--- src/rtl/conv_array_sequencer_pkg.sv ---
// Shared encodings for the conv array sequencer: FSM states, input-buffer load modes, op types.
package conv_array_sequencer_pkg;

  typedef enum logic [2:0] {
    ST_IDLE  = 3'd0,
    ST_ISSUE = 3'd1,
    ST_DRAIN = 3'd2,
    ST_OUT   = 3'd3,
    ST_CLEAR = 3'd4
  } seq_state_t;

  localparam logic [1:0] LM_FULL = 2'd0;
  localparam logic [1:0] LM_ROW  = 2'd1;
  localparam logic [1:0] LM_COL  = 2'd2;
  localparam logic [1:0] LM_ELEM = 2'd3;

  localparam logic OP_CONV = 1'b0;
  localparam logic OP_FC   = 1'b1;

  // Conv reuses the previous window: a new row strip at ky==0, a new column strip at kx==0.
  function automatic logic [1:0] lm_decode(input logic op, input logic kx_zero, input logic ky_zero);
    if (op == OP_FC || (kx_zero && ky_zero)) return LM_FULL;
    else if (ky_zero)                        return LM_ROW;
    else if (kx_zero)                        return LM_COL;
    else                                     return LM_ELEM;
  endfunction

endpackage

--- src/rtl/conv_array_sequencer_kernel_coord_counter.sv ---
// Nested kx/ky kernel walker (row-major for conv, linear kx for fc) with first/last flags and load_mode.
module conv_array_sequencer_kernel_coord_counter
  import conv_array_sequencer_pkg::*;
#(
  parameter int KSW = 5
) (
  input  logic           clk,
  input  logic           rst,
  input  logic           init,
  input  logic           advance,
  input  logic           op_type,
  input  logic [KSW-1:0] kernel_size,
  output logic [KSW-1:0] kx,
  output logic [KSW-1:0] ky,
  output logic           first,
  output logic           last,
  output logic [1:0]     load_mode
);

  logic [KSW-1:0] k_max;
  logic           kx_end;
  logic           ky_end;

  assign k_max     = kernel_size - 1'b1;
  assign kx_end    = (kx == k_max);
  assign ky_end    = (ky == k_max);
  assign first     = (kx == '0) && (ky == '0);
  assign last      = (op_type == OP_FC) ? kx_end : (kx_end && ky_end);
  assign load_mode = lm_decode(op_type, kx == '0, ky == '0);

  // Wraps to (0,0) on the final issue so the next job starts clean.
  always_ff @(posedge clk or posedge rst) begin
    if (rst) begin
      kx <= '0;
      ky <= '0;
    end else if (init) begin
      kx <= '0;
      ky <= '0;
    end else if (advance) begin
      if (last) begin
        kx <= '0;
        ky <= '0;
      end else if (kx_end) begin
        kx <= '0;
        ky <= ky + 1'b1;
      end else begin
        kx <= kx + 1'b1;
      end
    end
  end

endmodule

--- src/rtl/conv_array_sequencer.sv ---
// Sequencer for one float16 MAC array output tile: issue, drain, writeback handshake, clear.
// Optional drain watchdog enabled by defining SEQ_TIMEOUT_EN.
//
// state    | meaning
// ST_IDLE  | waiting for start; array held in reset
// ST_ISSUE | one buffer/weight read per cycle, N = K*K (conv) or K (fc)
// ST_DRAIN | reads done, waiting for arr_result_ready
// ST_OUT   | res_valid high until writeback takes the tile
// ST_CLEAR | one cycle with the array back in reset
module conv_array_sequencer
  import conv_array_sequencer_pkg::*;
#(
  parameter int KSW            = 5,
  parameter int WADDR_W        = 10,
  parameter int TIMEOUT_CYCLES = 255
) (
  input  logic               clk,
  input  logic               rst,
  input  logic               start,
  input  logic               op_type,
  input  logic [KSW-1:0]     kernel_size,
  input  logic [WADDR_W-1:0] w_base,
  output logic               busy,
  output logic               cfg_err,
  output logic               load_valid,
  output logic [1:0]         load_mode,
  output logic [KSW-1:0]     kx,
  output logic [KSW-1:0]     ky,
  output logic               w_rd_en,
  output logic [WADDR_W-1:0] w_addr,
  output logic               arr_run,
  output logic               arr_op_type,
  output logic [KSW-1:0]     arr_kernel_size,
  input  logic               arr_result_ready,
  output logic               res_valid,
  input  logic               res_ready,
  output logic               timeout_err
);

  seq_state_t state, state_nx;
  logic       accept;
  logic       coord_first;
  logic       coord_last;
  logic       timeout_hit;

  assign accept = (state == ST_IDLE) && start && (kernel_size != '0);

  conv_array_sequencer_kernel_coord_counter #(.KSW(KSW)) u_coord (
    .clk         (clk),
    .rst         (rst),
    .init        (accept),
    .advance     (state == ST_ISSUE),
    .op_type     (arr_op_type),
    .kernel_size (arr_kernel_size),
    .kx          (kx),
    .ky          (ky),
    .first       (coord_first),
    .last        (coord_last),
    .load_mode   (load_mode)
  );

  always_ff @(posedge clk or posedge rst) begin
    if (rst) state <= ST_IDLE;
    else     state <= state_nx;
  end

  always_comb begin
    state_nx   = state;
    busy       = (state != ST_IDLE);
    load_valid = 1'b0;
    w_rd_en    = 1'b0;
    res_valid  = 1'b0;
    case (state)
      ST_IDLE:  if (accept) state_nx = ST_ISSUE;
      ST_ISSUE: begin
        load_valid = 1'b1;
        w_rd_en    = 1'b1;
        if (coord_last) state_nx = ST_DRAIN;
      end
      ST_DRAIN: begin
        if (arr_result_ready) state_nx = ST_OUT;
        else if (timeout_hit) state_nx = ST_CLEAR;
      end
      ST_OUT: begin
        res_valid = 1'b1;
        if (res_ready) state_nx = ST_CLEAR;
      end
      ST_CLEAR: state_nx = ST_IDLE;
      default:  state_nx = ST_IDLE;
    endcase
  end

  always_ff @(posedge clk or posedge rst) begin
    if (rst) begin
      arr_op_type     <= 1'b0;
      arr_kernel_size <= '0;
      w_addr          <= '0;
    end else if (accept) begin
      arr_op_type     <= op_type;
      arr_kernel_size <= kernel_size;
      w_addr          <= w_base;
    end else if (state == ST_ISSUE && !coord_last) begin
      w_addr <= w_addr + 1'b1;
    end
  end

  // Array comes out of reset one cycle after the first read, matching the buffers' read latency.
  always_ff @(posedge clk or posedge rst) begin
    if (rst) begin
      arr_run <= 1'b0;
      cfg_err <= 1'b0;
    end else begin
      cfg_err <= (state == ST_IDLE) && start && (kernel_size == '0);
      if (state_nx == ST_CLEAR || state_nx == ST_IDLE) arr_run <= 1'b0;
      else if (state == ST_ISSUE && coord_first)       arr_run <= 1'b1;
    end
  end

`ifdef SEQ_TIMEOUT_EN
  localparam int TW = $clog2(TIMEOUT_CYCLES + 1);
  localparam logic [TW-1:0] TO_LOAD = TW'(TIMEOUT_CYCLES - 1);

  logic [TW-1:0] to_cnt;

  assign timeout_hit = (state == ST_DRAIN) && !arr_result_ready && (to_cnt == '0);

  always_ff @(posedge clk or posedge rst) begin
    if (rst) begin
      to_cnt      <= '0;
      timeout_err <= 1'b0;
    end else begin
      timeout_err <= timeout_hit;
      if (state != ST_DRAIN)  to_cnt <= TO_LOAD;
      else if (to_cnt != '0)  to_cnt <= to_cnt - 1'b1;
    end
  end
`else
  logic unused_timeout;

  assign unused_timeout = ^TIMEOUT_CYCLES;
  assign timeout_hit    = 1'b0;
  assign timeout_err    = 1'b0;
`endif

endmodule

--- config.mk ---
export PLATFORM = sky130hd
export DESIGN_NAME = conv_array_sequencer
export DESIGN_NICKNAME = d
export VERILOG_FILES = /design/src/rtl/conv_array_sequencer_pkg.sv /design/src/rtl/conv_array_sequencer_kernel_coord_counter.sv /design/src/rtl/conv_array_sequencer.sv
export SDC_FILE = /design/constraint.sdc
export NUM_CORES = 1
export LEC_CHECK = 0
export BUFFER_PORTS_ARGS = -buffer_cell sky130_fd_sc_hd__buf_2
export CORE_ASPECT_RATIO = 0.6
export CORE_MARGIN = 1
export CORE_UTILIZATION = 52
export DETAILED_ROUTE_END_ITERATION = 6
export PLACE_DENSITY = 0.82
export SLEW_MARGIN = 20
export SYNTH_ARGS = -nofsm -noshare
export SYNTH_HDL_FRONTEND = slang
export SYNTH_SLANG_ARGS = --single-unit
--- constraint.sdc ---
create_clock -name clk -period 3.1 [get_ports clk]
set_clock_uncertainty 0.05 [all_clocks]
set_input_delay 0 -clock clk [delete_from_list [all_inputs] [get_ports clk]]
set_output_delay 0 -clock clk [all_outputs]
set_load 0.05 [all_outputs]
[Yosys cells after proc, flatten, opt, wreduce, memory -nomap -nowiden]
Cells that the tools add are included.
Cells by class
  reduce and logical (&&, ||, !) cells: 22
  eq/ne operators: 6
  add/subtract/negate cells: 4
  multiplexer cells: 23
Operator list (count)
  $mux 5: 8
  $mux 10: 2
  $logic_not 5->1: 3
  $mux 3: 4
  $pmux 3 s4: 1
  $add 10x1->10 const B: 1
  $add 5x1->5 const B: 2
  $eq 5x5->1: 2
  $logic_and 1x1->1: 7
  $eq 3x2->1 const B: 2
  $logic_not 3->1: 2
  $mux 1: 6
  $reduce_bool 2->1: 3
  $reduce_bool 3->1: 2
  $reduce_bool 5->1: 1
  $sub 5x1->5 const B: 1
  $mux 2: 2
  $eq 3x1->1 const B: 1
  $eq 3x3->1 const B: 1
  $logic_or 1x1->1: 2
  $reduce_and 2->1: 1
  $logic_not 1->1: 1
Storage, ports and cells
  bits of input ports: 21
  logic and storage cells: 63
  output and inout bits: 35
  register bits: 31

[Logic depth before layout (Yosys ltp)]
  depth in word-level cells: 9
  gate-level depth with buffers: 8
  gate-level depth less buffers: 7

[Modules after synthesis]
From an unflattened synthesis, not the netlist that was laid out.
Unflattened totals
  cells, all modules: 205
  area, all modules: 1916.8 sq um
By module, submodules not included
  conv_array_sequencer: cells an instance 111, area an instance 1081.0 sq um, instances 1, sequential area each 525.5 sq um
  conv_array_sequencer_kernel_coord_counter: cells an instance 94, area an instance 835.8 sq um, instances 1, sequential area each 250.2 sq um

[Worst setup path after synthesis]
OpenSTA, ideal clock, no wires.
  kind: reg-to-reg
  start: reg arr_kernel_size[0]
  end: reg u_coord.ky[3]
  path buffers: 1
  library setup time: 0.073 ns
  cell stages (with the launch flop): 9
  required time: 2.977 ns
  clock period less this slack: 2.708 ns
  setup slack: 0.392 ns
  data arrival time: 2.585 ns
  path through: dfrtp_1 > inv_1 > ha_1 > xor3_1 > nor3_4 > nand4_2 > buf_6 > or4_4 > a21oi_2
Between the ends
  cells in the longest elaborated chain, start to end: 7
  elaborated cells on any way between the ends: 10
  those cells by class: 1 x add/sub; 2 x eq/ne; 4 x mux; 3 x reduce/logical
RTL lines
  start: declaration: RTL line conv_array_sequencer.sv:33  | output logic [KSW-1:0] arr_kernel_size,
  start signal: assignment: RTL line conv_array_sequencer.sv:100  | arr_kernel_size <= kernel_size;
  $sub 5x1->5 (*): RTL line conv_array_sequencer_kernel_coord_counter.sv:24  | assign k_max = kernel_size - 1'b1;
  $eq 5x5->1 (on tied branches): RTL line conv_array_sequencer_kernel_coord_counter.sv:25, conv_array_sequencer_kernel_coord_counter.sv:26
  $logic_and 1x1->1: RTL line conv_array_sequencer_kernel_coord_counter.sv:28  | assign last = (op_type == OP_FC) ? kx_end : (kx_end && ky_end);
  $mux 1: RTL line conv_array_sequencer_kernel_coord_counter.sv:28
  $mux 5: RTL line conv_array_sequencer_kernel_coord_counter.sv:40  | if (last) begin
  $mux 5: RTL line conv_array_sequencer_kernel_coord_counter.sv:39  | end else if (advance) begin
  $mux 5: RTL line conv_array_sequencer_kernel_coord_counter.sv:36  | end else if (init) begin
  end signal: assignment: RTL line conv_array_sequencer_kernel_coord_counter.sv:45  | ky <= ky + 1'b1;
  end: declaration: RTL line conv_array_sequencer_kernel_coord_counter.sv:14  | output logic [KSW-1:0] ky,
Mark *: on every way between the ends. The rest lies on a longest branch, timed or not. The select of a mux whose other input is x is not followed.
A chain may end at the register's enable or synchronous reset.

[Worst setup path in the final report]
  start: reg arr_kernel_size[0]
  end: reg u_coord.ky[4]
Same word-level chain as after synthesis.

==> results.yml <==
run_status:
  status: "complete, no violations"
floorplanning:
  ios: 56
  die_area_sq_mm: 0.00414
  die_h_um: 50.3
  die_w_um: 82.4
  fp.coreArea_sq_mm: 0.00370
  rows: 17
  start_util: 0.545
place:
  gp_congestion: 0.991
  portBuffers: 54
  dp_slack_ns: 0.483
  hpwl_um: 3710
final_layout:
  regArea_sq_um: 776
  finish.utilization: 0.708
  syn2layout_area_growth_pct: 29.9
  multi_input_area_sq_mm: 0.00114
  antennaDiodeCount: 0
  fill_cells: 305
  final_nets: 327
  drive_above_1_share: 0.252
yosys:
  synth_top_family_by_area: "simple AND/OR/NAND/NOR gates"
  synthAdderAreaFrac: 0.0372
  synth_ff_type: "dfrtp_1"
  postSynthCellCount: 225
  async_flop_share: 1.00
  synth_xor_area_frac: 0.0725
  netlist_area_sq_mm: 0.00202
  synthDistinctLibCells: 48
  muxShareOfSynthArea: 0
  ys_seq_area_frac: 0.384
  syn-num-nets: 252
  yosys_warnings: 0
  synth-edff-count: 0
  synthSimpleGateAreaFrac: 0.254
  avgSynthCellArea_sq_um: 8.97
  synth_compound_area_frac: 0.199
  ys_ff_latch: 31
timing:
  slew_violations: 0
  worst_pin_slew_ns: 0.761
  relSlewSlack: 0.487
  timing.fmax_ghz: 0.376
  tns_ns: 0
  layout_min_cycle_time_ns: 2.66
  final.setup.worst_slack_ns: 0.438
  whs_ns: 0.0419
  setup_viol: 0
  period_share: 0.859
  rsz0062_at_grt: "false"
  hold_violations: 0
drt:
  drtIter0Drc: 132
  wire_per_inst_um: 16.0
  drc: 0
  routed_wl_um: 5560
  ant_nets: 0
  vias: 2010
  dr.pass1.iters: 5
  via_per_inst: 5.78
job:
  max_cap_viol_count: 0
global_routing:
  antenna_found_initial: 0
  grt_first_pass_wirelength_um: 8930
  grt_max_degree: 33
  grt_pass1_vias: 1814
  grt_usage: 0.296
  grt-ovfl-total: 0
setup_path:
  path_delay_family: "simple AND/OR/NAND/NOR gates"
  required_ns: 3.25
  crit_buf_inv: 1
  crit_type: "reg2reg"
  critPathMaxStageDelay_ns: 0.59
  regToRegSetupSlack_ns: 0.44
  arrival_ns: 2.82
  rr_endpoint: "u_coord.ky[4]"
  r2r_cells: 7
  slowest_stage: "or4_1"
  critPathLaunchType: "register"
  cp_max_fo: 11
  endpoint_kind: "register"
  crit_chain: "inv_1 > ha_1 > xor3_1 > nor3_4 > nand4_2 > or4_1 > a21oi_1"
  r2r_start: "arr_kernel_size[0]"
min_path:
  worstHoldPathCells: 4
  hold_class: "in2reg"
  worstHoldStart: "arr_result_ready"
  worstHoldEndpoint: "state[0]"
clocking:
  cts_num_sinks: 31
  h-tree-depth: 2
  post_cts_buffers: 0
  numCtsBuffers: 5
  cts_tree: "yes"
  clkTransAtPathRegs_ns: 0.07
  clockRootBuffer: "clkbuf_8"
  cts_buffer_depth: 2
  clock_latency_ns: 0.28
synthesized netlist by cell type (5+ instances only):
master / number / share of area
xnor2_1: 10 / 0.043
a21oi_1: 15 / 0.037
ha_1: 6 / 0.037
nand3_1: 7 / 0.017
and3_1: 9 / 0.028
o21ai_0: 8 / 0.020
o211ai_1: 16 / 0.060
nor3_1: 9 / 0.022
a31oi_1: 5 / 0.015
dfrtp_1: 31 / 0.38
nand2_1: 31 / 0.058
inv_1: 10 / 0.019
nor2_1: 7 / 0.013
or3_1: 5 / 0.015
timing repair:
item	in CTS	in global routing
gates resized for setup	0	0
hold buffers	19	0
hold endpoints to repair	49	0
sequential cells by signal, summed over array words and instances, names as in the netlist:
register and count:
u_coord.kx 5, arr_kernel_size 5, arr_run 1, u_coord.ky 5, state 3, arr_op_type 1, cfg_err 1, w_addr 10
metal layers:
metal	vias to the layer above	wire length (um)	global-route usage
met5	-	0	0
met4	0	24	0.0585
met3	4	402	0.0764
met2	88	2470	0.433
met1	951	2650	0.438
li1	967	-	-
kinds of logic (layout without fill, tap and decap cells):
logic type / count (synthesis) / count (layout)
and+or+nand+nor: 91 / 91
AOI/OAI and AO/OA: 59 / 59
DFF: 31 / 31
buffers and inverters: 22 / 98
xor gates and xnor gates: 15 / 15
adders and majority gates: 6 / 6
other: 1 / 1
stage by stage:
step	cells	instance area, sq um
global placement	321	2330
global route	348	2620
finish	348	2620
floorplan	225	2020
detailed placement	321	2330
CTS	348	2620
cells in the final DEF (no fill, tap or decap), types with 4 or more instances in the layout:
cell           count
dlygate4sd3_1     19
o21ai_0            8
or3_1              5
buf_4              6
o21a_1             4
nand2_1           31
xor2_1             4
inv_1             10
ha_1               6
nor3_1             9
o211ai_1          16
nand3b_1           4
dfrtp_1           31
and3_1             9
a31oi_1            5
nand3_1            7
buf_2             54
xnor2_1           10
nor2_1             7
a21oi_1           15
clkbuf_8           7
worst reg2reg max path, delay by kind of cell (launching register included):
kind                       cells  cell delay (ns)
AOI/OAI and AO/OA              1             0.15
adders and majority gates      1             0.23
DFF                            1             0.43
buffers and inverters          1             0.10
and+or+nand+nor                3             1.15
xor gates and xnor gates       1             0.47
worst max-delay path by stage:
stage               slack [ns]               start  cells after the start            end
CTS                       0.47  arr_kernel_size[0]                      7  u_coord.ky[4]
global placement          0.59  arr_kernel_size[0]                      7  u_coord.ky[3]
global route              0.25  arr_kernel_size[0]                      7  u_coord.ky[4]
finish                    0.44  arr_kernel_size[0]                      7  u_coord.ky[4]
floorplan                 0.39  arr_kernel_size[0]                      8  u_coord.ky[3]
detailed placement        0.48  arr_kernel_size[0]                      7  u_coord.ky[3]
cell type report:
class / count / area share
Sequential cell: 31 / 0.296
Multi-Input combinational cell: 172 / 0.435
Tap cell: 47 / 0.0224
Clock buffer: 8 / 0.0382
Inverter: 11 / 0.0158
Timing Repair Buffer: 79 / 0.193
Power is left out: the tool's default activity adds up to more than one toggle a clock period on the data nets, which glitch-free logic cannot reach.
